[src/rtl/ms_section_arbiter_if.sv]
// Shared-channel bundle for ms_section_arbiter: requester side and downstream side.
// master = arbiter, slave = requesters plus downstream consumer.
interface ms_section_arbiter_if #(
  parameter int unsigned NUM_REQ = 4,
  parameter int unsigned DATA_W  = 32
);
  localparam int unsigned IDX_W = $clog2(NUM_REQ);

  logic [NUM_REQ*DATA_W-1:0] req_val;
  logic [NUM_REQ-1:0]        req_sync;
  logic [NUM_REQ-1:0]        req_notify;
  logic [DATA_W-1:0]         out_val;
  logic                      out_notify;
  logic                      out_sync;
  logic [IDX_W-1:0]          grant_id;
  logic [1:0]                phase;
  logic [7:0]                abort_cnt;

  modport master (
    input  req_val, req_sync, out_sync,
    output req_notify, out_val, out_notify, grant_id, phase, abort_cnt
  );

  modport slave (
    output req_val, req_sync, out_sync,
    input  req_notify, out_val, out_notify, grant_id, phase, abort_cnt
  );
endinterface

[src/rtl/ms_section_arbiter.sv]
// Round-robin arbiter sharing one notify/sync output channel among NUM_REQ requesters.
// Define MS_ARB_FIXED_PRIO_EN for fixed priority (lowest index wins, no rotating pointer).
module ms_section_arbiter #(
  parameter int unsigned NUM_REQ = 4,
  parameter int unsigned DATA_W  = 32,
  parameter int unsigned TIMEOUT = 15
) (
  input  logic                 clk,
  input  logic                 rst,
  ms_section_arbiter_if.master bus
);
  localparam int unsigned IDX_W   = $clog2(NUM_REQ);
  localparam int unsigned CW      = IDX_W + 1;
  localparam int unsigned TO_W    = (TIMEOUT > 1) ? $clog2(TIMEOUT) : 1;
  localparam int unsigned TO_LAST = (TIMEOUT > 0) ? TIMEOUT - 1 : 0;

  typedef enum logic [1:0] {
    SECTION_A = 2'd0,
    SECTION_B = 2'd1,
    SECTION_C = 2'd2
  } phase_e;

  phase_e              state_q, state_d;
  logic [IDX_W-1:0]    grant_q, grant_d;
  logic [DATA_W-1:0]   val_q, val_d;
  logic [NUM_REQ-1:0]  req_notify_q, req_notify_d;
  logic                out_notify_q, out_notify_d;
  logic [7:0]          abort_q, abort_d;
  logic [TO_W-1:0]     to_cnt_q, to_cnt_d;

  logic [IDX_W-1:0]    rr_base;
  logic [IDX_W-1:0]    pick_g;
  logic [CW-1:0]       idx;
  logic                found;
  logic [DATA_W-1:0]   sel_val;

`ifdef MS_ARB_FIXED_PRIO_EN
  assign rr_base = '0;
`else
  logic [IDX_W-1:0] rr_q;

  // Pointer moves past the grantee while its grant is being acknowledged.
  always_ff @(posedge clk or posedge rst) begin
    if (rst) begin
      rr_q <= '0;
    end else if (state_q == SECTION_B) begin
      rr_q <= (grant_q == IDX_W'(NUM_REQ - 1)) ? '0 : grant_q + IDX_W'(1);
    end
  end

  assign rr_base = rr_q;
`endif

  // First asserted requester scanning upward from rr_base with wrap-around.
  always_comb begin
    pick_g = rr_base;
    found  = 1'b0;
    idx    = '0;
    for (int unsigned i = 0; i < NUM_REQ; i++) begin
      idx = {1'b0, rr_base} + CW'(i);
      if (idx >= CW'(NUM_REQ)) idx = idx - CW'(NUM_REQ);
      if (!found && bus.req_sync[idx[IDX_W-1:0]]) begin
        pick_g = idx[IDX_W-1:0];
        found  = 1'b1;
      end
    end
  end

  always_comb begin
    sel_val = '0;
    for (int unsigned i = 0; i < NUM_REQ; i++) begin
      if (pick_g == IDX_W'(i)) sel_val = bus.req_val[i*DATA_W +: DATA_W];
    end
  end

  // Section sequencing and next values of every registered output.
  always_comb begin
    state_d      = state_q;
    grant_d      = grant_q;
    val_d        = val_q;
    req_notify_d = '0;
    out_notify_d = out_notify_q;
    abort_d      = abort_q;
    to_cnt_d     = to_cnt_q;

    unique case (state_q)
      SECTION_A: begin
        if (|bus.req_sync) begin
          grant_d      = pick_g;
          val_d        = sel_val;
          req_notify_d = NUM_REQ'(1) << pick_g;
          state_d      = SECTION_B;
        end
      end
      SECTION_B: begin
        out_notify_d = 1'b1;
        to_cnt_d     = '0;
        state_d      = SECTION_C;
      end
      SECTION_C: begin
        if (bus.out_sync) begin
          out_notify_d = 1'b0;
          state_d      = SECTION_A;
        end else if ((TIMEOUT != 0) && (to_cnt_q == TO_W'(TO_LAST))) begin
          out_notify_d = 1'b0;
          abort_d      = (abort_q == 8'hFF) ? abort_q : abort_q + 8'd1;
          state_d      = SECTION_A;
        end else begin
          to_cnt_d = to_cnt_q + TO_W'(1);
        end
      end
      default: begin
        out_notify_d = 1'b0;
        state_d      = SECTION_A;
      end
    endcase
  end

  always_ff @(posedge clk or posedge rst) begin
    if (rst) begin
      state_q      <= SECTION_A;
      grant_q      <= '0;
      val_q        <= '0;
      req_notify_q <= '0;
      out_notify_q <= 1'b0;
      abort_q      <= '0;
      to_cnt_q     <= '0;
    end else begin
      state_q      <= state_d;
      grant_q      <= grant_d;
      val_q        <= val_d;
      req_notify_q <= req_notify_d;
      out_notify_q <= out_notify_d;
      abort_q      <= abort_d;
      to_cnt_q     <= to_cnt_d;
    end
  end

  assign bus.req_notify = req_notify_q;
  assign bus.out_val    = val_q;
  assign bus.out_notify = out_notify_q;
  assign bus.grant_id   = grant_q;
  assign bus.phase      = state_q;
  assign bus.abort_cnt  = abort_q;

  // Grant pulse is one-hot and the offered value never moves while offered.
  a_notify_onehot: assert property (@(posedge clk) disable iff (rst) $onehot0(req_notify_q));
  a_val_stable:    assert property (@(posedge clk) disable iff (rst)
                                    (state_q == SECTION_C) |-> $stable(val_q));
endmodule

[src/flat_wrapper.sv]
// flat-port wrapper written by rule: the top's interface ports become plain ports
module ms_section_arbiter_flat 
#(
  parameter int unsigned NUM_REQ = 4,
  parameter int unsigned DATA_W  = 32,
  parameter int unsigned TIMEOUT = 15
)
  (clk, rst, bus_req_val, bus_req_sync, bus_out_sync, bus_req_notify, bus_out_val, bus_out_notify, bus_grant_id, bus_phase, bus_abort_cnt);
  ms_section_arbiter_if #(.NUM_REQ(NUM_REQ), .DATA_W(DATA_W)) bus_i ();
  input  logic clk;
  input  logic rst;
  input wire logic [$bits(bus_i.req_val)-1:0] bus_req_val;
  input wire logic [$bits(bus_i.req_sync)-1:0] bus_req_sync;
  input wire logic [$bits(bus_i.out_sync)-1:0] bus_out_sync;
  output wire logic [$bits(bus_i.req_notify)-1:0] bus_req_notify;
  output wire logic [$bits(bus_i.out_val)-1:0] bus_out_val;
  output wire logic [$bits(bus_i.out_notify)-1:0] bus_out_notify;
  output wire logic [$bits(bus_i.grant_id)-1:0] bus_grant_id;
  output wire logic [$bits(bus_i.phase)-1:0] bus_phase;
  output wire logic [$bits(bus_i.abort_cnt)-1:0] bus_abort_cnt;
  assign bus_i.req_val = bus_req_val;
  assign bus_i.req_sync = bus_req_sync;
  assign bus_i.out_sync = bus_out_sync;
  assign bus_req_notify = bus_i.req_notify;
  assign bus_out_val = bus_i.out_val;
  assign bus_out_notify = bus_i.out_notify;
  assign bus_grant_id = bus_i.grant_id;
  assign bus_phase = bus_i.phase;
  assign bus_abort_cnt = bus_i.abort_cnt;
  ms_section_arbiter #(.NUM_REQ(NUM_REQ), .DATA_W(DATA_W), .TIMEOUT(TIMEOUT)) u_core (.clk(clk), .rst(rst), .bus(bus_i));
endmodule
[config.mk]
export PLATFORM = sky130hd
export DESIGN_NAME = ms_section_arbiter_flat
export DESIGN_NICKNAME = d
export VERILOG_FILES = /design/src/rtl/ms_section_arbiter_if.sv /design/src/rtl/ms_section_arbiter.sv /design/src/flat_wrapper.sv
export SDC_FILE = /design/constraint.sdc
export NUM_CORES = 1
export LEC_CHECK = 0
export ABC_AREA = 1
export CORE_UTILIZATION = 37
export CTS_CLUSTER_DIAMETER = 60
export DETAILED_ROUTE_END_ITERATION = 10
export GPL_ROUTABILITY_DRIVEN = 0
export GPL_TIMING_DRIVEN = 1
export MAX_ROUTING_LAYER = met4
export PLACE_DENSITY = 0.78
export SETUP_SLACK_MARGIN = 0.3
export SLEW_MARGIN = 10
export SYNTH_ARGS = -nofsm -noshare
export SYNTH_HDL_FRONTEND = slang
export SYNTH_SLANG_ARGS = --single-unit
[constraint.sdc]
create_clock -name clk -period 2.23 [get_ports clk]
set_clock_uncertainty 0.15 [all_clocks]
set_input_delay 0.3345 -clock clk [delete_from_list [all_inputs] [get_ports clk]]
set_output_delay 0.3345 -clock clk [all_outputs]
set_load 0.01 [all_outputs]
==> results of run 1 <==
where the power goes:
part / internal, mW / total, mW / switching [mW]
combinational: 4.34 / 9.44 / 5.10
clock: 0.449 / 0.780 / 0.331
sequential: 1.42 / 1.70 / 0.287
worst min-delay path: cells and delay by family:
family   cells  cell delay (ps)
buf+inv      3              760
final timing paths:
check / endpoint / slack (ps) / depth (start not counted)
min in group clk: u_core.bus.out_notify / 330 / 2
max: u_core.bus.out_val[2] / -130 / 16
min reg2reg: u_core.bus.out_notify / 330 / 2
min: u_core.bus.abort_cnt[1] / 230 / 3
max in group asynchronous: u_core.bus.out_val[4] / 1420 / 3
max reg2reg: u_core.bus.out_val[2] / -130 / 16
layer usage:
layer,vias to the layer above,GRT usage,routed length (um),part of all wire
met4,0,0.0912,379,0.027
met2,230,0.469,7250,0.52
met5,-,-,0,0
li1,2203,-,-,-
met3,29,0.0356,898,0.065
met1,2162,0.272,5300,0.38
synth_stat cells, drive strengths merged:
cell type and instances:
nor2 31, a21oi 5, ha 4, buf 22, o21ai 49, inv 55
nor4 1, clkbuf 7, nand3 113, a21boi 1, o21a 3, nor3b 1
or2 4, nand4 4, o31ai 1, nor3 4, xor2 5, mux2 1
dfrtp 55, nand2 175, xnor2 3
final cells by class:
cell class | instances | area (sq um) | area share
timing repair buffer | 239 | 2510 | 0.365
multi-input combinational | 406 | 2470 | 0.359
sequential | 55 | 1380 | 0.200
inverter | 55 | 221 | 0.0321
tap | 133 | 166 | 0.0241
clock buffer | 6 | 72.6 | 0.0105
clock inverter | 2 | 60.1 | 0.00871
timing repair inverter | 1 | 6.26 | 0.000907
timing repair:
action                                  4_1_cts  5_1_grt
setup buffers                                16        3
endpoints found under the setup margin       41       43
gates resized for setup                      98       62
gates cloned                                  4        3
pin swaps                                    28       12
flip-flops by register name, summed over array words and instances (netlist names):
| signal | cells |
|---|---|
| u_core.bus.req_notify | 4 |
| u_core.bus.out_val | 32 |
| u_core.bus.phase | 2 |
| u_core.bus.grant_id | 2 |
| u_core.bus.out_notify | 1 |
| u_core.to_cnt_q | 4 |
| u_core.rr_base | 2 |
| u_core.bus.abort_cnt | 8 |
per-stage QoR:
stage          hold WS [ps]  cell area (sq um)  TNS (ps)   util  power [mW]
3_3_place_gp            304               5930     -6580  0.607        8.60
4_1_cts                 250               6590         0  0.674        11.1
5_1_grt                 273               6890     -6420  0.705        12.8
2_1_floorplan           317               3790         0      -        6.36
3_5_place_dp            307               5930    -10160  0.607        8.83
6_report                230               6890     -2660  0.705        11.9
kinds of logic (layout without fill, tap and decap cells):
kind of cell | after synthesis | count (layout) | synth area share
adders and majority gates | 4 | 4 | 0.0134
muxes | 1 | 1 | 0.00302
DFF | 55 | 55 | 0.369
buffers and inverters | 84 | 303 | 0.105
xor gates and xnor gates | 8 | 8 | 0.0188
and+or+nand+nor | 333 | 334 | 0.403
AOI/OAI and AO/OA | 59 | 59 | 0.0885
==> metrics, run 1 <==
status=finished, violations left; failing checks=negative setup slack; highest-count cells in the layout ignoring fill and taps=clkdlybuf4s50_1, nand2_1, nand3_1, dfrtp_1, inv_1; GRT Overall Usage=0.253; Iter 0 DRT Violations=between 150 and 200; final setup margin=-127 ps; Critical R2R Launch=u_core.rr_base[0]; 1st-pass router iterations=4; port buffer count=183; Hold WC Path Type=in2async; Routed WL=~14,000 um; Crit path arrival time=2410 ps; clock sink count=55; largest net degree at the start of global routing=56; CTS Root Cell=clkbuf_8; Layout fillers=roughly 760; Mapped Area=~0.0037 sq mm; CP bufs+invs=5; vias in the first global route=between 4,000 and 5,000; Pleak=3.29 nW; Worst slew margin=0.732; maximum vdd ir drop=0.00107 V; initial antenna violation count=0; CP startpoint kind=register; placed cell count=863; Setup crit end kind=register; Rows=36; antenna-violating nets left=0; Max Slew Vio Count=0; area grow syn2layout=84.7%; top post-synthesis cells by area=dfrtp_1, nand2_1, nand3_1, inv_1, o21ai_0; CP required=2280 ps; # DRC=0; post-synth top area cell=dfrtp_1; fmax=0.424 GHz; Avg WL per Cell=15.4 um; top cell family by delay on the critical path=simple AND/OR/NAND/NOR gates; Worst-path clk slew=100 ps; Max Root-Sink Buffers=2; CP startpoint=u_core.rr_base[0]; detailed-route via count=4,624; die width=102 um; worst-skew pair later-pin latency=310 ps; share of post-route cells with drive strength above 1=0.233; crit-path cells=buf_8 -> nand2_4 -> nand3_1 -> nand2_1 -> nand2_2 -> inv_2 -> nand2_4 -> inv_6 -> nand2_4 -> nand2_4 -> buf_4 -> clkbuf_16 -> o21ai_1 -> nand3_1 -> nand2_1 -> nand2_1; Worst path slowest cell=dfrtp_2; max-cap violations=0; flops & latches, synth=55; wire length of the first global-routing pass=19,900 um; CORE AREA=0.00977 sq mm; pwr dens=1730 mW/mm^2; Die Height=102 um; htree depth=2; crit share post-route=1.06; post-synthesis sequential area ratio=0.369; Slowest Stage Delay on Critical Path=a little over 500 ps; CTS tree=built; final cell count without fillers=897; global route overflow=0; DR vias/cell=approximately 5.2; CP Max Fanout=16; IO Count=around 180; most common cell after layout, fill and taps aside=clkdlybuf4s50_1; Synth top area share=0.369; worst slack, placed=-328 ps; synthesized area per cell=6.86 sq um; post-synthesis instance total=544; RSZ-0062 raised after global routing=true; full die area=0.0105 sq mm; final hold violations=0; CTS Buf Count=5; starting density of the core=0.382; DP Wirelength=9450 um; diodes inserted=0; Ys Warns=0; Crit Path Class=reg2reg; Mapped Nets=683; worst slew pin tran=401 ps; most frequent CP cell=nand2_4; hold buffers post-CTS=0; count of cell types in the netlist=34; # setup viols final=32; minimum clock period=2360 ps; Nets=902
No activity file was read; power rests on OpenSTA's default activity.
==> run 2, diff against run 1 <==
--- a/config.mk
+++ b/config.mk
@@ -7,7 +7,7 @@
 export LEC_CHECK = 0
 export ABC_AREA = 1
 export CORE_UTILIZATION = 37
-export CTS_CLUSTER_DIAMETER = 60
+export CTS_CLUSTER_DIAMETER = 50
 export DETAILED_ROUTE_END_ITERATION = 10
 export GPL_ROUTABILITY_DRIVEN = 0
 export GPL_TIMING_DRIVEN = 1
==> results of run 2 <==
Same layout as run 1: the final DEF is identical, and so are final timing and power.
==> run 3, diff against run 2 <==
--- a/config.mk
+++ b/config.mk
@@ -18,3 +18,4 @@
 export SYNTH_ARGS = -nofsm -noshare
 export SYNTH_HDL_FRONTEND = slang
 export SYNTH_SLANG_ARGS = --single-unit
+export TNS_END_PERCENT = 10
==> run 3 against run 2 <==
  * Largest cell class unchanged
  * Critical endpoint is now u_core.bus.out_val[28]
  * Largest power group unchanged
  * Combinational power is 0.4% lower
  * Total power fell by 2.3%
  * Design area fell by 2.2%
  * Sequential power barely moved
  * Cell count shrank 0.78%
  * The flow still finishes with violations (negative setup slack)
  * Clock power down 27%
  * First-iteration DRC count increased by 4.0%
  * Non-clock buffer count is 6 lower
  * Setup slack worse by 31 ps
==> metrics, run 3 (synthesis results as in run 1) <==
IO Count=184; Crit path arrival time=2480 ps; Worst slew margin=0.777; die width=102 um; CTS Buf Count=5; Post-Place Cell Area=0.00594 sq mm; Die Height=102 um; pwr dens=1730 mW/mm^2; failing checks=negative setup slack; Max Slew Vio Count=0; clock sink count=55; Critical R2R Launch=u_core.rr_base[0]; final hold violations=0; CP required=2330 ps; placed cell count=867; Pleak=3.22 nW; maximum vdd ir drop=0.00107 V; Iter 0 DRT Violations=180; wire length of the first global-routing pass=18,800 um; hold slack=244 ps; hold buffers post-CTS=0; CP startpoint=u_core.rr_base[0]; global route overflow=0; # setup viols final=32; gr busiest metal=met2; routing usage on met3=0.0349; Crit Path Class=reg2reg; R2R cell count=15; GRT Overall Usage=0.235; area grow syn2layout=80.6%; largest net degree at the start of global routing=56; met1 Resource Use GR=0.279; DR vias/cell=5.05; CTS Root Cell=clkbuf_8; Critical Path Sink=u_core.bus.out_val[28]; CORE AREA=0.00977 sq mm; Rows=36; most common cell after layout, fill and taps aside=clkdlybuf4s50_1; GR Util met2=0.422; max reg flops=32; Layout fillers=between 700 and 800; final cell count without fillers=890; final setup margin=-158 ps; Avg WL per Cell=15.2 um; Setup crit end kind=register; CTS tree=built; detailed-route via count=approximately 4,500; post-route cell area=0.00674 sq mm; Worst-path clk slew=approximately 110 ps; Routed WL=between 10,000 and 15,000 um; # DRC=0; register area=0.00138 sq mm; diodes inserted=0; status=finished, violations left; port buffer count=about 180; CP startpoint kind=register; 1st-pass router iterations=5; vias in the first global route=4,016; Max Root-Sink Buffers=2; Power Total=11.6 mW; worst r2r dst=u_core.bus.out_val[28]; starting density of the core=0.382; antenna-violating nets left=0; CP Max Fanout=8; worst slew pin tran=334 ps; R2R Setup Slk=-160 ps; Setup TNS=-3010 ps; fmax=between 0.4 and 0.5 GHz; DP Wirelength=~9300 um; crit share post-route=1.07; minimum clock period=2390 ps; max-cap violations=0; Nets=895; Hold WC Path Type=in2async; worst-skew pair later-pin latency=300 ps; Multi-input gate area=approximately 0.0024 sq mm; full die area=around 0.010 sq mm; htree depth=2; RSZ-0062 raised after global routing=true; initial antenna violation count=0; highest-count cells in the layout ignoring fill and taps=clkdlybuf4s50_1, nand2_1, nand3_1, dfrtp_1, inv_1; share of post-route cells with drive strength above 1=0.221
run 3: changes by cell type in the layout (fill, tap and decap cells not counted), sizes merged:
cell	delta
buf	-10
clkbuf	+3
bufinv	-2
clkdlybuf4s50	+2
clkinv	+2
dlymetal6s2s	-2
clkinvlp	+1
nand2	-1
run 3: worst min path at each step:
stage | end | slack (ps) | cells after the start | from
after global routing | u_core.bus.abort_cnt[7] | 280 | 3 | rst
after CTS | u_core.bus.abort_cnt[7] | 260 | 3 | rst
after detailed placement | u_core.bus.out_val[6] | 310 | 2 | u_core.bus.out_val[6]
after global placement | u_core.bus.out_notify | 310 | 2 | u_core.bus.out_notify
final | u_core.bus.abort_cnt[7] | 240 | 3 | rst
after floorplan | u_core.bus.out_val[17] | 320 | 2 | bus_req_val[113]
run 3: through the flow:
stage | util | setup slack (ps)
floorplan | - | 136
global placement | 0.607 | -278
detailed placement | 0.607 | -356
CTS | 0.628 | -48.1
global route | 0.690 | -272
finish | 0.690 | -158
run 3: power by group:
group | internal, mW | switching (mW) | total [mW]
Sequential | 1.42 | 0.258 | 1.68
Clock | 0.226 | 0.345 | 0.570
Combinational | 4.39 | 5.01 | 9.40
run 3: cell type report:
class,instances,area share
Clock buffer,5,0.0102
Clock inverter,3,0.00371
Timing Repair Buffer,233,0.371
Sequential cell,55,0.204
Inverter,55,0.0325
Timing Repair inverter,1,0.00130
Multi-Input combinational cell,405,0.352
Tap cell,133,0.0247
run 3: metal layers:
metal,part of all wire,vias up
li1,-,2188
met1,0.40,2059
met2,0.52,223
met3,0.067,26
met4,0.021,0
met5,0,-
run 3: what timing repair did:
action / CTS / global route
pin swaps: 6 / 39
buffers inserted: 3 / 4
gates cloned: 1 / 7
endpoints found under the setup margin: 40 / 40
resized for setup: 24 / 118
run 3: critical path, stage by stage (launching register included):
cell,delay [ps]
dfrtp_2,490
buf_6,170
nand2_1,100
nand2_1,110
nand2_1,110
nand2_2,70
nand3_2,100
nand2_2,60
nand2_2,80
nand2_4,70
buf_6,120
a21boi_4,180
buf_6,160
nand3_4,90
o21a_1,210
nand2_1,50
